===== config.mk =====
export PLATFORM = sky130hd
export DESIGN_NAME = pdcch_rx_packer_flat
export DESIGN_NICKNAME = d
export VERILOG_FILES = /design/src/rtl/pdcch_rx_packer_pkg.sv /design/src/rtl/pdcch_rx_packer_if.sv /design/src/rtl/pdcch_rx_packer.sv /design/src/flat_wrapper.sv
export SDC_FILE = /design/constraint.sdc
export NUM_CORES = 1
export LEC_CHECK = 0
export BUFFER_PORTS_ARGS = -buffer_cell sky130_fd_sc_hd__buf_2
export CAP_MARGIN = 10
export CORE_MARGIN = 4
export CORE_UTILIZATION = 45
export DETAILED_ROUTE_END_ITERATION = 6
export GPL_TIMING_DRIVEN = 0
export HOLD_SLACK_MARGIN = 0.02
export PLACE_DENSITY = 0.69
export SLEW_MARGIN = 10
export SYNTH_ARGS = -nofsm -noshare
export SYNTH_HDL_FRONTEND = slang
export SYNTH_SLANG_ARGS = --single-unit

===== constraint.sdc =====
create_clock -name clk -period 2.35 [get_ports clk]
set_input_delay 0.47 -clock clk [delete_from_list [all_inputs] [get_ports clk]]
set_output_delay 0.47 -clock clk [all_outputs]
set_load 0.05 [all_outputs]

===== src/rtl/pdcch_rx_packer_pkg.sv =====
// Shared types for the PDCCH receive-side byte packer: FSM states and the output word layout.
package pdcch_rx_packer_pkg;

    localparam int PDCCH_RX_OUT_WIDTH = 32;

    // RX_FLUSH is only reachable when the idle-input watchdog is compiled in.
    typedef enum logic [1:0] {
        RX_IDLE  = 2'd0,
        RX_PACK  = 2'd1,
        RX_FLUSH = 2'd2
    } pdcch_rx_state_t;

    typedef struct packed {
        logic [PDCCH_RX_OUT_WIDTH-1:0]   data;
        logic [PDCCH_RX_OUT_WIDTH/8-1:0] keep;
        logic                            last;
    } pdcch_rx_word_t;

endpackage


===== src/rtl/pdcch_rx_packer_if.sv =====
// Stream bundle around the packer: length stream and byte stream in, packed word stream out.
interface pdcch_rx_packer_if #(
    parameter int IN_WIDTH  = 8,
    parameter int OUT_WIDTH = 32,
    parameter int LEN_WIDTH = 16
);
    logic [LEN_WIDTH-1:0]   s_axis_len_data;
    logic                   s_axis_len_valid;
    logic                   s_axis_len_ready;
    logic [IN_WIDTH-1:0]    s_axis_data;
    logic                   s_axis_valid;
    logic                   s_axis_ready;
    logic [OUT_WIDTH-1:0]   m_axis_data;
    logic [OUT_WIDTH/8-1:0] m_axis_keep;
    logic                   m_axis_last;
    logic                   m_axis_valid;
    logic                   m_axis_ready;

    // Environment side: feeds lengths and bytes, sinks packed words.
    modport master (
        output s_axis_len_data, s_axis_len_valid,
        input  s_axis_len_ready,
        output s_axis_data, s_axis_valid,
        input  s_axis_ready,
        input  m_axis_data, m_axis_keep, m_axis_last, m_axis_valid,
        output m_axis_ready
    );

    // Packer side.
    modport slave (
        input  s_axis_len_data, s_axis_len_valid,
        output s_axis_len_ready,
        input  s_axis_data, s_axis_valid,
        output s_axis_ready,
        output m_axis_data, m_axis_keep, m_axis_last, m_axis_valid,
        input  m_axis_ready
    );
endinterface


===== src/rtl/pdcch_rx_packer.sv =====
// Packs pdcch_top output bytes little-endian into OUT_WIDTH-bit words with keep/last.
// Optional idle-input watchdog flush is enabled by defining PDCCH_RX_TIMEOUT_EN.
module pdcch_rx_packer
    import pdcch_rx_packer_pkg::*;
#(
    parameter int IN_WIDTH       = 8,
    parameter int OUT_WIDTH      = PDCCH_RX_OUT_WIDTH,
    parameter int LEN_WIDTH      = 16,
    parameter int TIMEOUT_CYCLES = 1024
) (
    input  logic                 clk,
    input  logic                 reset,
    pdcch_rx_packer_if.slave     bus,
    output logic [15:0]          frames_done,
    output logic                 timeout_flag
);

    localparam int BYTES_PER_WORD = OUT_WIDTH / 8;
    localparam int IDX_W          = (BYTES_PER_WORD > 1) ? $clog2(BYTES_PER_WORD) : 1;
    localparam logic [IDX_W-1:0]     LAST_IDX = IDX_W'(BYTES_PER_WORD - 1);
    localparam logic [LEN_WIDTH-1:0] LEN_ONE  = LEN_WIDTH'(1);

    generate
        if (IN_WIDTH != 8 || (OUT_WIDTH % 8) != 0 || TIMEOUT_CYCLES < 1) begin : g_bad_cfg
            $error("pdcch_rx_packer: unsupported parameter set");
        end
    endgenerate

    pdcch_rx_state_t             state_q;
    logic [LEN_WIDTH-1:0]        remaining_q;
    logic [IDX_W-1:0]            idx_q;
    logic [OUT_WIDTH-1:0]        acc_q;
    logic [OUT_WIDTH-1:0]        out_data_q;
    logic [BYTES_PER_WORD-1:0]   out_keep_q;
    logic                        out_last_q;
    logic                        out_valid_q;
    logic [15:0]                 frames_q;

    logic                        out_free;
    logic                        byte_hs;
    logic                        xfer_last;
    logic                        word_done;
    logic [OUT_WIDTH-1:0]        merged_d;
    logic [OUT_WIDTH-1:0]        word_d;
    logic [BYTES_PER_WORD-1:0]   keep_d;

    assign out_free             = !out_valid_q || bus.m_axis_ready;
    assign bus.s_axis_ready     = (state_q == RX_PACK) && out_free;
    assign bus.s_axis_len_ready = (state_q == RX_IDLE);
    assign byte_hs              = bus.s_axis_valid && bus.s_axis_ready;
    assign xfer_last            = (remaining_q == LEN_ONE);
    assign word_done            = (idx_q == LAST_IDX) || xfer_last;

    always_comb begin
        merged_d = acc_q;
        merged_d[{idx_q, 3'b000} +: 8] = bus.s_axis_data;
    end

    // Lanes above the current byte index are forced to zero in the emitted word.
    genvar gi;
    generate
        for (gi = 0; gi < BYTES_PER_WORD; gi++) begin : g_lane
            assign keep_d[gi]          = (idx_q >= IDX_W'(gi));
            assign word_d[8*gi +: 8]   = keep_d[gi] ? merged_d[8*gi +: 8] : 8'h00;
        end
    endgenerate

`ifdef PDCCH_RX_TIMEOUT_EN
    localparam int WD_W = (TIMEOUT_CYCLES > 1) ? $clog2(TIMEOUT_CYCLES) : 1;
    localparam logic [WD_W-1:0] WD_LIMIT = WD_W'(TIMEOUT_CYCLES - 1);

    logic [WD_W-1:0]           wd_q;
    logic                      timeout_q;
    logic [BYTES_PER_WORD-1:0] flush_keep;

    // A flush keeps only the bytes already accumulated (idx of them).
    generate
        for (gi = 0; gi < BYTES_PER_WORD; gi++) begin : g_flush_lane
            assign flush_keep[gi] = (idx_q > IDX_W'(gi));
        end
    endgenerate

    assign timeout_flag = timeout_q;
`else
    assign timeout_flag = 1'b0;
`endif

    always_ff @(posedge clk) begin
        if (reset) begin
            state_q     <= RX_IDLE;
            remaining_q <= '0;
            idx_q       <= '0;
            acc_q       <= '0;
            out_data_q  <= '0;
            out_keep_q  <= '0;
            out_last_q  <= 1'b0;
            out_valid_q <= 1'b0;
            frames_q    <= '0;
`ifdef PDCCH_RX_TIMEOUT_EN
            wd_q        <= '0;
            timeout_q   <= 1'b0;
`endif
        end else begin
            if (out_valid_q && bus.m_axis_ready) begin
                out_valid_q <= 1'b0;
            end
            case (state_q)
                RX_IDLE: begin
                    // A zero length is swallowed without starting a transfer.
                    if (bus.s_axis_len_valid && bus.s_axis_len_data != '0) begin
                        remaining_q <= bus.s_axis_len_data;
                        idx_q       <= '0;
                        acc_q       <= '0;
                        state_q     <= RX_PACK;
`ifdef PDCCH_RX_TIMEOUT_EN
                        wd_q        <= '0;
`endif
                    end
                end
                RX_PACK: begin
                    if (byte_hs) begin
                        remaining_q <= remaining_q - LEN_ONE;
`ifdef PDCCH_RX_TIMEOUT_EN
                        wd_q        <= '0;
`endif
                        if (word_done) begin
                            out_data_q  <= word_d;
                            out_keep_q  <= keep_d;
                            out_last_q  <= xfer_last;
                            out_valid_q <= 1'b1;
                            idx_q       <= '0;
                            acc_q       <= '0;
                            if (xfer_last) begin
                                state_q  <= RX_IDLE;
                                frames_q <= frames_q + 16'd1;
                            end
                        end else begin
                            acc_q <= merged_d;
                            idx_q <= idx_q + IDX_W'(1);
                        end
                    end
`ifdef PDCCH_RX_TIMEOUT_EN
                    else if (wd_q == WD_LIMIT) begin
                        state_q <= RX_FLUSH;
                    end else begin
                        wd_q <= wd_q + WD_W'(1);
                    end
`endif
                end
`ifdef PDCCH_RX_TIMEOUT_EN
                RX_FLUSH: begin
                    // Wait for the output register to drain before closing the transfer.
                    if (out_free) begin
                        out_data_q  <= acc_q;
                        out_keep_q  <= flush_keep;
                        out_last_q  <= 1'b1;
                        out_valid_q <= 1'b1;
                        idx_q       <= '0;
                        acc_q       <= '0;
                        remaining_q <= '0;
                        timeout_q   <= 1'b1;
                        state_q     <= RX_IDLE;
                    end
                end
`endif
                default: state_q <= RX_IDLE;
            endcase
        end
    end

    assign bus.m_axis_data  = out_data_q;
    assign bus.m_axis_keep  = out_keep_q;
    assign bus.m_axis_last  = out_last_q;
    assign bus.m_axis_valid = out_valid_q;
    assign frames_done      = frames_q;

endmodule


===== src/flat_wrapper.sv =====
// flat-port wrapper written by rule: the top's interface ports become plain ports
module pdcch_rx_packer_flat import pdcch_rx_packer_pkg::*;
#(
    parameter int IN_WIDTH       = 8,
    parameter int OUT_WIDTH      = PDCCH_RX_OUT_WIDTH,
    parameter int LEN_WIDTH      = 16,
    parameter int TIMEOUT_CYCLES = 1024
)
  (clk, reset, frames_done, timeout_flag, bus_s_axis_len_data, bus_s_axis_len_valid, bus_s_axis_len_ready, bus_s_axis_data, bus_s_axis_valid, bus_s_axis_ready, bus_m_axis_data, bus_m_axis_keep, bus_m_axis_last, bus_m_axis_valid, bus_m_axis_ready);
  pdcch_rx_packer_if #(.IN_WIDTH(IN_WIDTH), .OUT_WIDTH(OUT_WIDTH), .LEN_WIDTH(LEN_WIDTH)) bus_i ();
  input  logic clk;
  input  logic reset;
  output logic [15:0] frames_done;
  output logic timeout_flag;
  input wire logic [$bits(bus_i.s_axis_len_data)-1:0] bus_s_axis_len_data;
  input wire logic [$bits(bus_i.s_axis_len_valid)-1:0] bus_s_axis_len_valid;
  output wire logic [$bits(bus_i.s_axis_len_ready)-1:0] bus_s_axis_len_ready;
  input wire logic [$bits(bus_i.s_axis_data)-1:0] bus_s_axis_data;
  input wire logic [$bits(bus_i.s_axis_valid)-1:0] bus_s_axis_valid;
  output wire logic [$bits(bus_i.s_axis_ready)-1:0] bus_s_axis_ready;
  output wire logic [$bits(bus_i.m_axis_data)-1:0] bus_m_axis_data;
  output wire logic [$bits(bus_i.m_axis_keep)-1:0] bus_m_axis_keep;
  output wire logic [$bits(bus_i.m_axis_last)-1:0] bus_m_axis_last;
  output wire logic [$bits(bus_i.m_axis_valid)-1:0] bus_m_axis_valid;
  input wire logic [$bits(bus_i.m_axis_ready)-1:0] bus_m_axis_ready;
  assign bus_i.s_axis_len_data = bus_s_axis_len_data;
  assign bus_i.s_axis_len_valid = bus_s_axis_len_valid;
  assign bus_s_axis_len_ready = bus_i.s_axis_len_ready;
  assign bus_i.s_axis_data = bus_s_axis_data;
  assign bus_i.s_axis_valid = bus_s_axis_valid;
  assign bus_s_axis_ready = bus_i.s_axis_ready;
  assign bus_m_axis_data = bus_i.m_axis_data;
  assign bus_m_axis_keep = bus_i.m_axis_keep;
  assign bus_m_axis_last = bus_i.m_axis_last;
  assign bus_m_axis_valid = bus_i.m_axis_valid;
  assign bus_i.m_axis_ready = bus_m_axis_ready;
  pdcch_rx_packer #(.IN_WIDTH(IN_WIDTH), .OUT_WIDTH(OUT_WIDTH), .LEN_WIDTH(LEN_WIDTH), .TIMEOUT_CYCLES(TIMEOUT_CYCLES)) u_core (.clk(clk), .reset(reset), .bus(bus_i), .frames_done(frames_done), .timeout_flag(timeout_flag));
endmodule

After elaboration in Yosys (flattened, before gate mapping)
Cells that the tools add are included.

Word-level logic and storage cells: 65. Output and inout port bits: 57. Register bits after elaboration: 106.

Reduce and logical (&&, ||, !) cells: 14. Shift operators: 2. Muxes and demuxes: 25. Order comparisons: 4. Add/subtract/negate cells: 4. Eq/ne operators: 7.

Operators by type and width (number): $mux 32 (3); $pmux 32 s2 (1); $bwmux 32 (1); $mux 16 (2); $mux 8 (4); $pmux 16 s2 (1); $shift 8x7->32 const A (1); $shiftx 8x7->32 (1); $add 16x1->16 const B (1); $eq 16x1->1 const B (1); $reduce_bool 16->1 (1); $sub 16x1->16 const B (1); $mux 2 (7); $ne 2x1->1 const B (4); $pmux 2 s2 (2); $reduce_and 4->1 (2); $neg 5->7 (1); $reduce_and 3->1 (2); $ge 2x1->1 const B (2); $ge 2x2->1 const B (2); $logic_and 1x1->1 (4); $mux 1 (4); $add 2x1->2 const B (1); $eq 2x1->1 const B (1); other kinds (5) (6).

Longest topological paths before layout
Gate-level depths: netlist of run 1.

Depth after elaboration: 6. Depth in mapped cells: 8.

Worst setup path after synthesis of run 1
Ideal clock, no wire load.

Kind: register -> register. From: register u_core.out_valid_q, in the netlist u_core.bus.m_axis_valid. To: register u_core.remaining_q[7]. Setup slack: 0.189 ns. Setup time: 0.074 ns. Path buffers: 2. Stages on the path, launching flop included: 8. Period minus slack after synthesis: 2.161 ns. Data arrival time: 2.086 ns. Cells stage by stage: dfxtp_1 nand2b_1 and3_1 clkbuf_1 nor2_1 clkbuf_1 nand2_1 a31oi_1.

Cells in the longest elaborated chain, start to end: 6.

Ends and longest elaborated chain: from (decl) (line pdcch_rx_packer.sv:36) `logic out_valid_q;`; from (signal assigned) (line pdcch_rx_packer.sv:97) `out_valid_q <= 1'b0;`; from (signal assigned) (line pdcch_rx_packer.sv:105) `out_valid_q <= 1'b0;`; from (signal assigned) (line pdcch_rx_packer.sv:130) `out_valid_q <= 1'b1;`; $logic_not 1->1 (line pdcch_rx_packer.sv:47) `assign out_free = !out_valid_q || bus.m_axis_ready;`; $logic_or 1x1->1 (line pdcch_rx_packer.sv:47); $logic_and 1x1->1 (line pdcch_rx_packer.sv:48) `assign bus.s_axis_ready = (state_q == RX_PACK) && out_free;`; $logic_and 1x1->1 (line pdcch_rx_packer.sv:50) `assign byte_hs = bus.s_axis_valid && bus.s_axis_ready;`; $ne 2x1->1 (no source line); $reduce_and 3->1 (no source line); to (signal assigned) (line pdcch_rx_packer.sv:111) `remaining_q <= bus.s_axis_len_data;`; to (signal assigned) (line pdcch_rx_packer.sv:122) `remaining_q <= remaining_q - LEN_ONE;`; to (decl) (line pdcch_rx_packer.sv:30) `logic [LEN_WIDTH-1:0] remaining_q;`.

Every way passes these cells. A chain may end at the register's enable or synchronous reset.

Final worst setup path of run 1
From: register u_core.remaining_q[0]. To: register u_core.remaining_q[8].

Cells in the longest elaborated chain, start to end: 3.

Ends and longest elaborated chain: $sub 16x1->16 (line pdcch_rx_packer.sv:122); $mux 16 (line pdcch_rx_packer.sv:121) `if (byte_hs) begin`; $pmux 16 s2 (line pdcch_rx_packer.sv:107) `case (state_q)`.

Every way passes these cells. The select of a mux whose other input is x is not followed.

==> summary.log, run 1 <==
INFO  logic_synthesis synth_seq_area_share=41.56%
INFO  logic_synthesis netlist_top_cells_area=sky130_fd_sc_hd__dfxtp_1, sky130_fd_sc_hd__a21oi_1, sky130_fd_sc_hd__nor2_1, sky130_fd_sc_hd__o21ai_0, sky130_fd_sc_hd__nor2b_1
INFO  sta            skew=0.008822ns
INFO  route          route.detailed.drc=0
INFO  logic_synthesis postSynthAreaPerCell=8.183um^2
INFO  sta            finalCritPeriodShare=96.48%
INFO  clocking       clk_lat_worst_skew=0.36ns
INFO  route          drt-pass1-iter-count=5
INFO  floorplanning  chipWidth=114.0um
INFO  logic_synthesis postSynthNetCount=657
INFO  pwr            totalPowerFinal=3.963mW
INFO  min_path       worst_hold_path.num_cells=3
INFO  sta            setup_viol_count_final=0
INFO  sta            worst_slew_pin_tran=0.7024ns
INFO  floorplanning  std_cell_rows=38
INFO  global_route   globalRouteOverflowTotal=0
INFO  pwr            ir_drop=0.0004607V
INFO  floorplanning  top_level_ports=86
INFO  placement      place_congestion=0.9424
INFO  global_route   first_global_vias=4768
INFO  clocking       cts_tree=yes
INFO  route          wl=15330um
INFO  logic_synthesis synth_async_sr_flop_share=0%
INFO  finish         layout.area.seq=2106um^2
INFO  global_route   grt_max_degree=21
INFO  status         result_of_the_run=complete, no violations
INFO  pwr            p_int=2.762mW
INFO  global_route   grt_antenna_before_repair=0
INFO  min_path       holdCritStartpoint=bus_s_axis_len_data[10]
INFO  finish         antenna_cells=0
INFO  global_route   grtUsageTotal=23.66%
INFO  job            drv_cap=0
INFO  clocking       cts_htree_levels=3
INFO  pwr            power_frac_clock=38.7%
INFO  finish         commonest_non_fill_non_tap_cells_in_the_layout=sky130_fd_sc_hd__dfxtp_1, sky130_fd_sc_hd__buf_2, sky130_fd_sc_hd__nor2_1
INFO  sta            maxClockFrequency=0.4411GHz
INFO  pwr            ratio_of_total_power_to_cell_area=656.0nW/um^2
INFO  sta            timing.final.max_slew_violations=0
INFO  route          via_density_per_instance=5.790
INFO  sta            grt_setup_unrepaired=false
INFO  critical_path  largest_fanout_on_the_critical_path=5
INFO  sta            slew_headroom=53.18%
INFO  min_path       timing.hold.worst.class=in -> reg
INFO  logic_synthesis post_synthesis_register_bit_count=105
INFO  finish         nNetsFinal=753
INFO  logic_synthesis yosys_warnings=0
INFO  route          routed-via-count=4974
INFO  route          dr.first_iter.drc_count=427
INFO  global_route   grt_first_pass_wirelength=24550um
INFO  critical_path  critPathLaunchType=flop
INFO  logic_synthesis synth_flop_cell=sky130_fd_sc_hd__dfxtp_1
INFO  critical_path  critical_path.reg2reg.startpoint=u_core.remaining_q[0]
INFO  clocking       cts_hold_repair.buffers=0
INFO  critical_path  reg2regPathDepth=7
INFO  critical_path  r2r_slack=0.08ns
INFO  floorplanning  effective_utilization_at_floorplan=46.25%
INFO  clocking       cts.clk_slew.worst_paths=0.08ns
INFO  logic_synthesis number_of_distinct_standard_cells_referenced_by_the_synthesized_netlist=55
INFO  placement      numPortBuffers=83
INFO  placement      post_dp_cell_area=5648um^2
INFO  finish         final_layout_size_suffix_gt1_share=19.61%
INFO  critical_path  cp_data_arrival_time=2.49ns
INFO  critical_path  critical_path_class=reg -> reg
INFO  clocking       clkSinkCount=105
INFO  finish         relative_area_change_from_synthesis_to_final_layout=19.45%
INFO  min_path       timing.hold.worst_endpoint=u_core.remaining_q[10]
INFO  clocking       cts_root_buf=sky130_fd_sc_hd__clkbuf_16
INFO  logic_synthesis synth_enable_flop_cells=0
INFO  logic_synthesis yosysTopAreaCellShare=41.56%
INFO  critical_path  cp_capture_type=flop
INFO  placement      place_hpwl=11010um
INFO  sta            finalHoldViolations=0
INFO  sta            finalWorstPathRequiredPeriod=2.267ns
INFO  pwr            p_seq_share=46.8%
INFO  logic_synthesis netlist_instances=618
INFO  clocking       cts.path.max_buffers=2
INFO  route          wire_per_inst=17.84um
INFO  pwr            power.net_switching=1.201mW
INFO  clocking       cts_inserted_buffers=9
INFO  finish         most_common_cell_after_layout_fill_and_taps_aside=sky130_fd_sc_hd__dfxtp_1
INFO  pwr            comb_power_share=14.5%
INFO  floorplanning  die_h=114.0um
INFO  floorplanning  floorplan.die_area=13000um^2
INFO  pwr            static-leakage-power=2.341nW
INFO  finish         fin_area=6041um^2
INFO  logic_synthesis post_synth_instance_area=5057um^2
INFO  floorplanning  placeableCoreArea=10940um^2
INFO  finish         fillers=1034
INFO  logic_synthesis synth_top_area_cell=sky130_fd_sc_hd__dfxtp_1
INFO  route          route.antenna.remaining_nets=0
INFO  finish         multi_input_comb_area=2751um^2
INFO  critical_path  worstReg2RegEnd=u_core.remaining_q[8]
INFO  critical_path  cp.required=2.57ns
INFO  pwr            power.switching_fraction=30.31%
registers in the layout (all words and copies together) (netlist names):
name / count
u_core.frames_done: 16
u_core.remaining_q: 16
u_core.bus.m_axis_valid: 1
u_core.bus.m_axis_data: 32
u_core.acc_q: 32
u_core.bus.m_axis_keep: 4
u_core.state_q: 1
u_core.bus.m_axis_last: 1
u_core.idx_q: 2
routing by layer:
metal,track usage (%),vias to the layer above,share of wire (%)
li1,-,2411,-
met1,32.01,2352,45
met2,37.28,189,46
met3,5.729,22,7.3
met4,7.601,0,1.8
met5,0,-,0
power groups by stage:
stage          Combinational (mW)  Sequential (mW)  Clock [mW]
2_1_floorplan               0.368             1.89           0
3_3_place_gp                0.529             1.89           0
3_5_place_dp                0.539             1.89           0
4_1_cts                     0.545             1.85        1.55
5_1_grt                     0.623             1.86        1.61
6_report                    0.575             1.85        1.53
through the flow:
| step | std cells | utilization (%) | setup slack, ns | TNS (ns) | hold WS [ns] |
|---|---|---|---|---|---|
| global route | 859 | 55.24 | 0.009406 | 0 | 0.3914 |
| floorplan | 618 | - | 0.1894 | 0 | 0.4347 |
| global placement | 841 | 51.65 | -0.4042 | -12.14 | 0.4429 |
| CTS | 857 | 54.50 | 0.008145 | 0 | 0.3853 |
| finish | 859 | 55.24 | 0.08283 | 0 | 0.3878 |
| detailed placement | 841 | 51.65 | -0.4876 | -14.45 | 0.4433 |
what timing repair did:
action | 4_1_cts | 5_1_grt
setup buffers | 0 | 2
pin swaps | 0 | 2
setup endpoints to repair | 29 | 75
endpoints found under the hold margin | 0 | 0
gates resized for setup | 6 | 33
cell families (layout without fill, tap and decap cells):
logic type / after synthesis / count (layout) / synth area share, %
adders and majority gates: 10 / 10 / 2.474
AOI/OAI and AO/OA: 169 / 169 / 20.91
and+or+nand+nor: 257 / 257 / 27.21
xor gates and xnor gates: 14 / 14 / 2.425
other: 1 / 1 / 0.07415
muxes: 1 / 1 / 0.1979
buffers and inverters: 61 / 162 / 5.146
DFF: 105 / 105 / 41.56
final cells by class:
type	count	area share [%]
Clock inverter	7	1.139
Buffer	48	3.832
Clock buffer	9	3.728
Multi-Input combinational cell	452	45.55
Inverter	13	0.8699
Sequential cell	105	34.86
Tap cell	140	2.900
Timing Repair Buffer	85	7.125
worst max path at each step:
| stage | slack, ns | endpoint | start |
|---|---|---|---|
| floorplan | 0.19 | u_core.remaining_q[7] | u_core.bus.m_axis_valid |
| global placement | -0.40 | u_core.remaining_q[4] | bus_m_axis_ready |
| detailed placement | -0.49 | u_core.remaining_q[4] | bus_m_axis_ready |
| CTS | 0.008 | u_core.remaining_q[4] | u_core.bus.m_axis_valid |
| global route | 0.009 | u_core.bus.m_axis_data[11] | u_core.idx_q[1] |
| finish | 0.08 | u_core.remaining_q[8] | u_core.remaining_q[0] |
Yosys cell counts (3+ instances only):
| master | instances |
|---|---|
| sky130_fd_sc_hd__a211oi_1 | 3 |
| sky130_fd_sc_hd__a31oi_1 | 10 |
| sky130_fd_sc_hd__a21oi_1 | 59 |
| sky130_fd_sc_hd__nand4_1 | 16 |
| sky130_fd_sc_hd__o21a_1 | 4 |
| sky130_fd_sc_hd__and3_1 | 3 |
| sky130_fd_sc_hd__dfxtp_1 | 105 |
| sky130_fd_sc_hd__or4_1 | 11 |
| sky130_fd_sc_hd__nand2b_1 | 20 |
| sky130_fd_sc_hd__nor3_1 | 12 |
| sky130_fd_sc_hd__a22oi_1 | 5 |
| sky130_fd_sc_hd__inv_1 | 13 |
| sky130_fd_sc_hd__clkbuf_1 | 38 |
| sky130_fd_sc_hd__xnor2_1 | 12 |
| sky130_fd_sc_hd__nand2_1 | 30 |
| sky130_fd_sc_hd__a41oi_1 | 3 |
| sky130_fd_sc_hd__nor4_1 | 18 |
| sky130_fd_sc_hd__ha_1 | 10 |
| sky130_fd_sc_hd__nor2b_1 | 30 |
| sky130_fd_sc_hd__o21ai_0 | 41 |
| sky130_fd_sc_hd__nand3_1 | 19 |
| sky130_fd_sc_hd__nor2_1 | 74 |
| sky130_fd_sc_hd__a22o_1 | 16 |
| sky130_fd_sc_hd__buf_2 | 3 |
| sky130_fd_sc_hd__nor4bb_1 | 3 |
| sky130_fd_sc_hd__a2bb2oi_1 | 14 |
| sky130_fd_sc_hd__nand3b_1 | 6 |
critical path, stage by stage (launching register included):
cell                      delay (ns)
sky130_fd_sc_hd__dfxtp_1        0.35
sky130_fd_sc_hd__inv_1          0.11
sky130_fd_sc_hd__ha_1           0.24
sky130_fd_sc_hd__or3b_2         0.51
sky130_fd_sc_hd__or3_4          0.39
sky130_fd_sc_hd__o31a_1         0.25
sky130_fd_sc_hd__o21ai_0        0.18
sky130_fd_sc_hd__a21oi_1        0.10
No activity file was read; power rests on OpenSTA's default activity.
==> run 2: changes to the inputs <==
- CORE_UTILIZATION: 45 -> 55
- PLACE_DENSITY: 0.69 -> 0.81
==> summary.log, run 2 (same netlist as run 1, synthesis figures left out) <==
INFO  global_route   grt_max_degree=21
INFO  sta            finalHoldViolations=0
INFO  sta            finalWorstPathRequiredPeriod=2.320ns
INFO  clocking       post-cts-setup-buffers=0
INFO  global_route   grt.met3_usage=5.773%
INFO  finish         most_common_cell_after_layout_fill_and_taps_aside=sky130_fd_sc_hd__dfxtp_1
INFO  sta            grt_setup_unrepaired=true
INFO  global_route   grt_antenna_before_repair=0
INFO  pwr            static-leakage-power=2.260nW
INFO  route          wire_per_inst=17.38um
INFO  global_route   first_global_vias=4831
INFO  clocking       cts.path.max_buffers=2
INFO  clocking       cts_root_buf=sky130_fd_sc_hd__clkbuf_8
INFO  critical_path  timing.critical_path.to=u_core.acc_q[11]
INFO  sta            skew=0.01593ns
INFO  placement      place_congestion=0.8983
INFO  critical_path  largest_fanout_on_the_critical_path=10
INFO  global_route   grt.busiest_layer=met2
INFO  placement      placement.setup.worst_slack=-0.4180ns
INFO  clocking       cts_tree=yes
INFO  sta            setup_viol_count_final=0
INFO  clocking       clk_lat_worst_skew=0.38ns
INFO  finish         commonest_non_fill_non_tap_cells_in_the_layout=sky130_fd_sc_hd__dfxtp_1, sky130_fd_sc_hd__buf_2, sky130_fd_sc_hd__nor2_1
INFO  route          route.detailed.drc=0
INFO  global_route   globalRouteMet2Util=42.39%
INFO  critical_path  r2r_slack=0.03ns
INFO  sta            slew_headroom=50.12%
INFO  route          routed-via-count=4994
INFO  floorplanning  effective_utilization_at_floorplan=57.15%
INFO  route          drt-pass1-iter-count=5
INFO  critical_path  worstReg2RegEnd=u_core.acc_q[11]
INFO  critical_path  critical_path_class=reg -> reg
INFO  placement      numPlacedInstances=809
INFO  critical_path  critPathLaunchType=flop
INFO  job            drv_cap=0
INFO  sta            worst_slew_pin_tran=0.7385ns
INFO  route          wl=14320um
INFO  global_route   grtUsageTotal=26.68%
INFO  clocking       cts.clk_slew.worst_paths=0.11ns
INFO  critical_path  critical_path.reg2reg.startpoint=u_core.bus.m_axis_valid
INFO  critical_path  cp_data_arrival_time=2.62ns
INFO  critical_path  critical_path.startpoint=u_core.bus.m_axis_valid
INFO  pwr            ir_drop=0.0003830V
INFO  min_path       timing.hold.worst.class=in -> reg
INFO  min_path       holdCritStartpoint=bus_s_axis_len_data[12]
INFO  finish         fillers=756
INFO  route          dr.first_iter.drc_count=348
INFO  critical_path  reg2regPathDepth=7
INFO  floorplanning  chipWidth=103.9um
INFO  floorplanning  std_cell_rows=34
INFO  sta            finalCritPeriodShare=98.71%
INFO  critical_path  cp.required=2.65ns
INFO  placement      place_hpwl=10510um
INFO  status         result_of_the_run=complete, no violations
INFO  route          via_density_per_instance=6.061
INFO  route          route.antenna.remaining_nets=0
INFO  finish         nNetsFinal=750
INFO  finish         final-instance-count-excl-fill=824
INFO  pwr            ratio_of_total_power_to_cell_area=605.4nW/um^2
INFO  floorplanning  floorplan.die_area=10790um^2
INFO  sta            postLayoutSetupSlackWorst=0.03033ns
INFO  sta            timing.final.max_slew_violations=0
INFO  finish         final_layout_size_suffix_gt1_share=18.02%
INFO  clocking       cts_htree_levels=3
INFO  finish         antenna_cells=0
INFO  clocking       clkSinkCount=105
INFO  sta            maxClockFrequency=0.4311GHz
INFO  global_route   gr-usage-met1=35.22%
INFO  placement      numPortBuffers=83
INFO  floorplanning  die_h=103.9um
INFO  global_route   grt_first_pass_wirelength=23940um
INFO  critical_path  cp_capture_type=flop
INFO  clocking       cts_inserted_buffers=9
INFO  floorplanning  top_level_ports=86
INFO  finish         relative_area_change_from_synthesis_to_final_layout=15.41%
INFO  global_route   globalRouteOverflowTotal=0
INFO  floorplanning  placeableCoreArea=8848um^2
## run 2: cell types whose count changed in the layout (fill, tap and decap cells not counted), moves of 2 or more
cell	change
sky130_fd_sc_hd__clkbuf_8	+9
sky130_fd_sc_hd__nor2_4	-2
sky130_fd_sc_hd__buf_4	-2
sky130_fd_sc_hd__nor2_2	+2
sky130_fd_sc_hd__clkinv_8	+2
sky130_fd_sc_hd__clkbuf_1	+6
sky130_fd_sc_hd__inv_8	-3
sky130_fd_sc_hd__clkbuf_16	-9
sky130_fd_sc_hd__clkbuf_4	-2
sky130_fd_sc_hd__dfxtp_2	+2
sky130_fd_sc_hd__ha_1	+2
sky130_fd_sc_hd__clkbuf_2	-5
## run 2: worst min-delay path by stage
stage / end / cells after the start
global route: u_core.remaining_q[9] / 3
finish: u_core.remaining_q[12] / 3
floorplan: u_core.acc_q[0] / 1
CTS: u_core.remaining_q[12] / 3
global placement: u_core.bus.m_axis_keep[3] / 2
detailed placement: u_core.acc_q[6] / 1
## run 2: worst max-delay path, cell delays in order (launching register included)
cell,delay [ns]
sky130_fd_sc_hd__dfxtp_1,0.37
sky130_fd_sc_hd__nand2b_1,0.19
sky130_fd_sc_hd__and3_1,0.26
sky130_fd_sc_hd__clkbuf_1,0.25
sky130_fd_sc_hd__nor2_2,0.44
sky130_fd_sc_hd__clkbuf_1,0.47
sky130_fd_sc_hd__a2bb2oi_1,0.15
sky130_fd_sc_hd__nor2_1,0.12
## run 2: layout make-up
class	instances	area, um^2	area share [%]
Sequential cell	105	2105	36.06
Clock buffer	9	123.9	2.122
Multi-Input combinational cell	452	2719	46.58
Clock inverter	7	76.32	1.308
Buffer	47	214.0	3.666
Tap cell	108	135.1	2.315
Inverter	13	48.80	0.8360
Timing Repair Buffer	83	415.4	7.117
## run 2: metal layers
layer	vias to the layer above	share of wire [%]
li1	2402	-
met1	2334	43
met2	215	46
met3	43	7.3
met4	0	3.0
met5	-	0
## run 2: through the flow
stage / TNS (ns) / hold WS (ns) / power, mW / cell area [um^2] / utilization, %
global placement: -9.181 / 0.4468 / 2.404 / 5608 / 63.38
CTS: 0 / 0.3602 / 3.525 / 5822 / 65.79
finish: 0 / 0.3617 / 3.533 / 5837 / 65.96
detailed placement: -12.64 / 0.4504 / 2.421 / 5608 / 63.38
floorplan: 0 / 0.4347 / 2.257 / 5057 / -
global route: -1.709 / 0.3604 / 3.689 / 5837 / 65.96
## run 2: what timing repair did
action                     CTS  global route
cloned                       0             0
setup endpoints to repair   29            68
resized for setup            6             9
hold buffers                 0             0
## run 2: power breakdown
group          total (mW)  switching, mW  internal, mW
Clock                1.13          0.709         0.419
Combinational       0.545          0.361         0.184
Sequential           1.86         0.0473          1.81
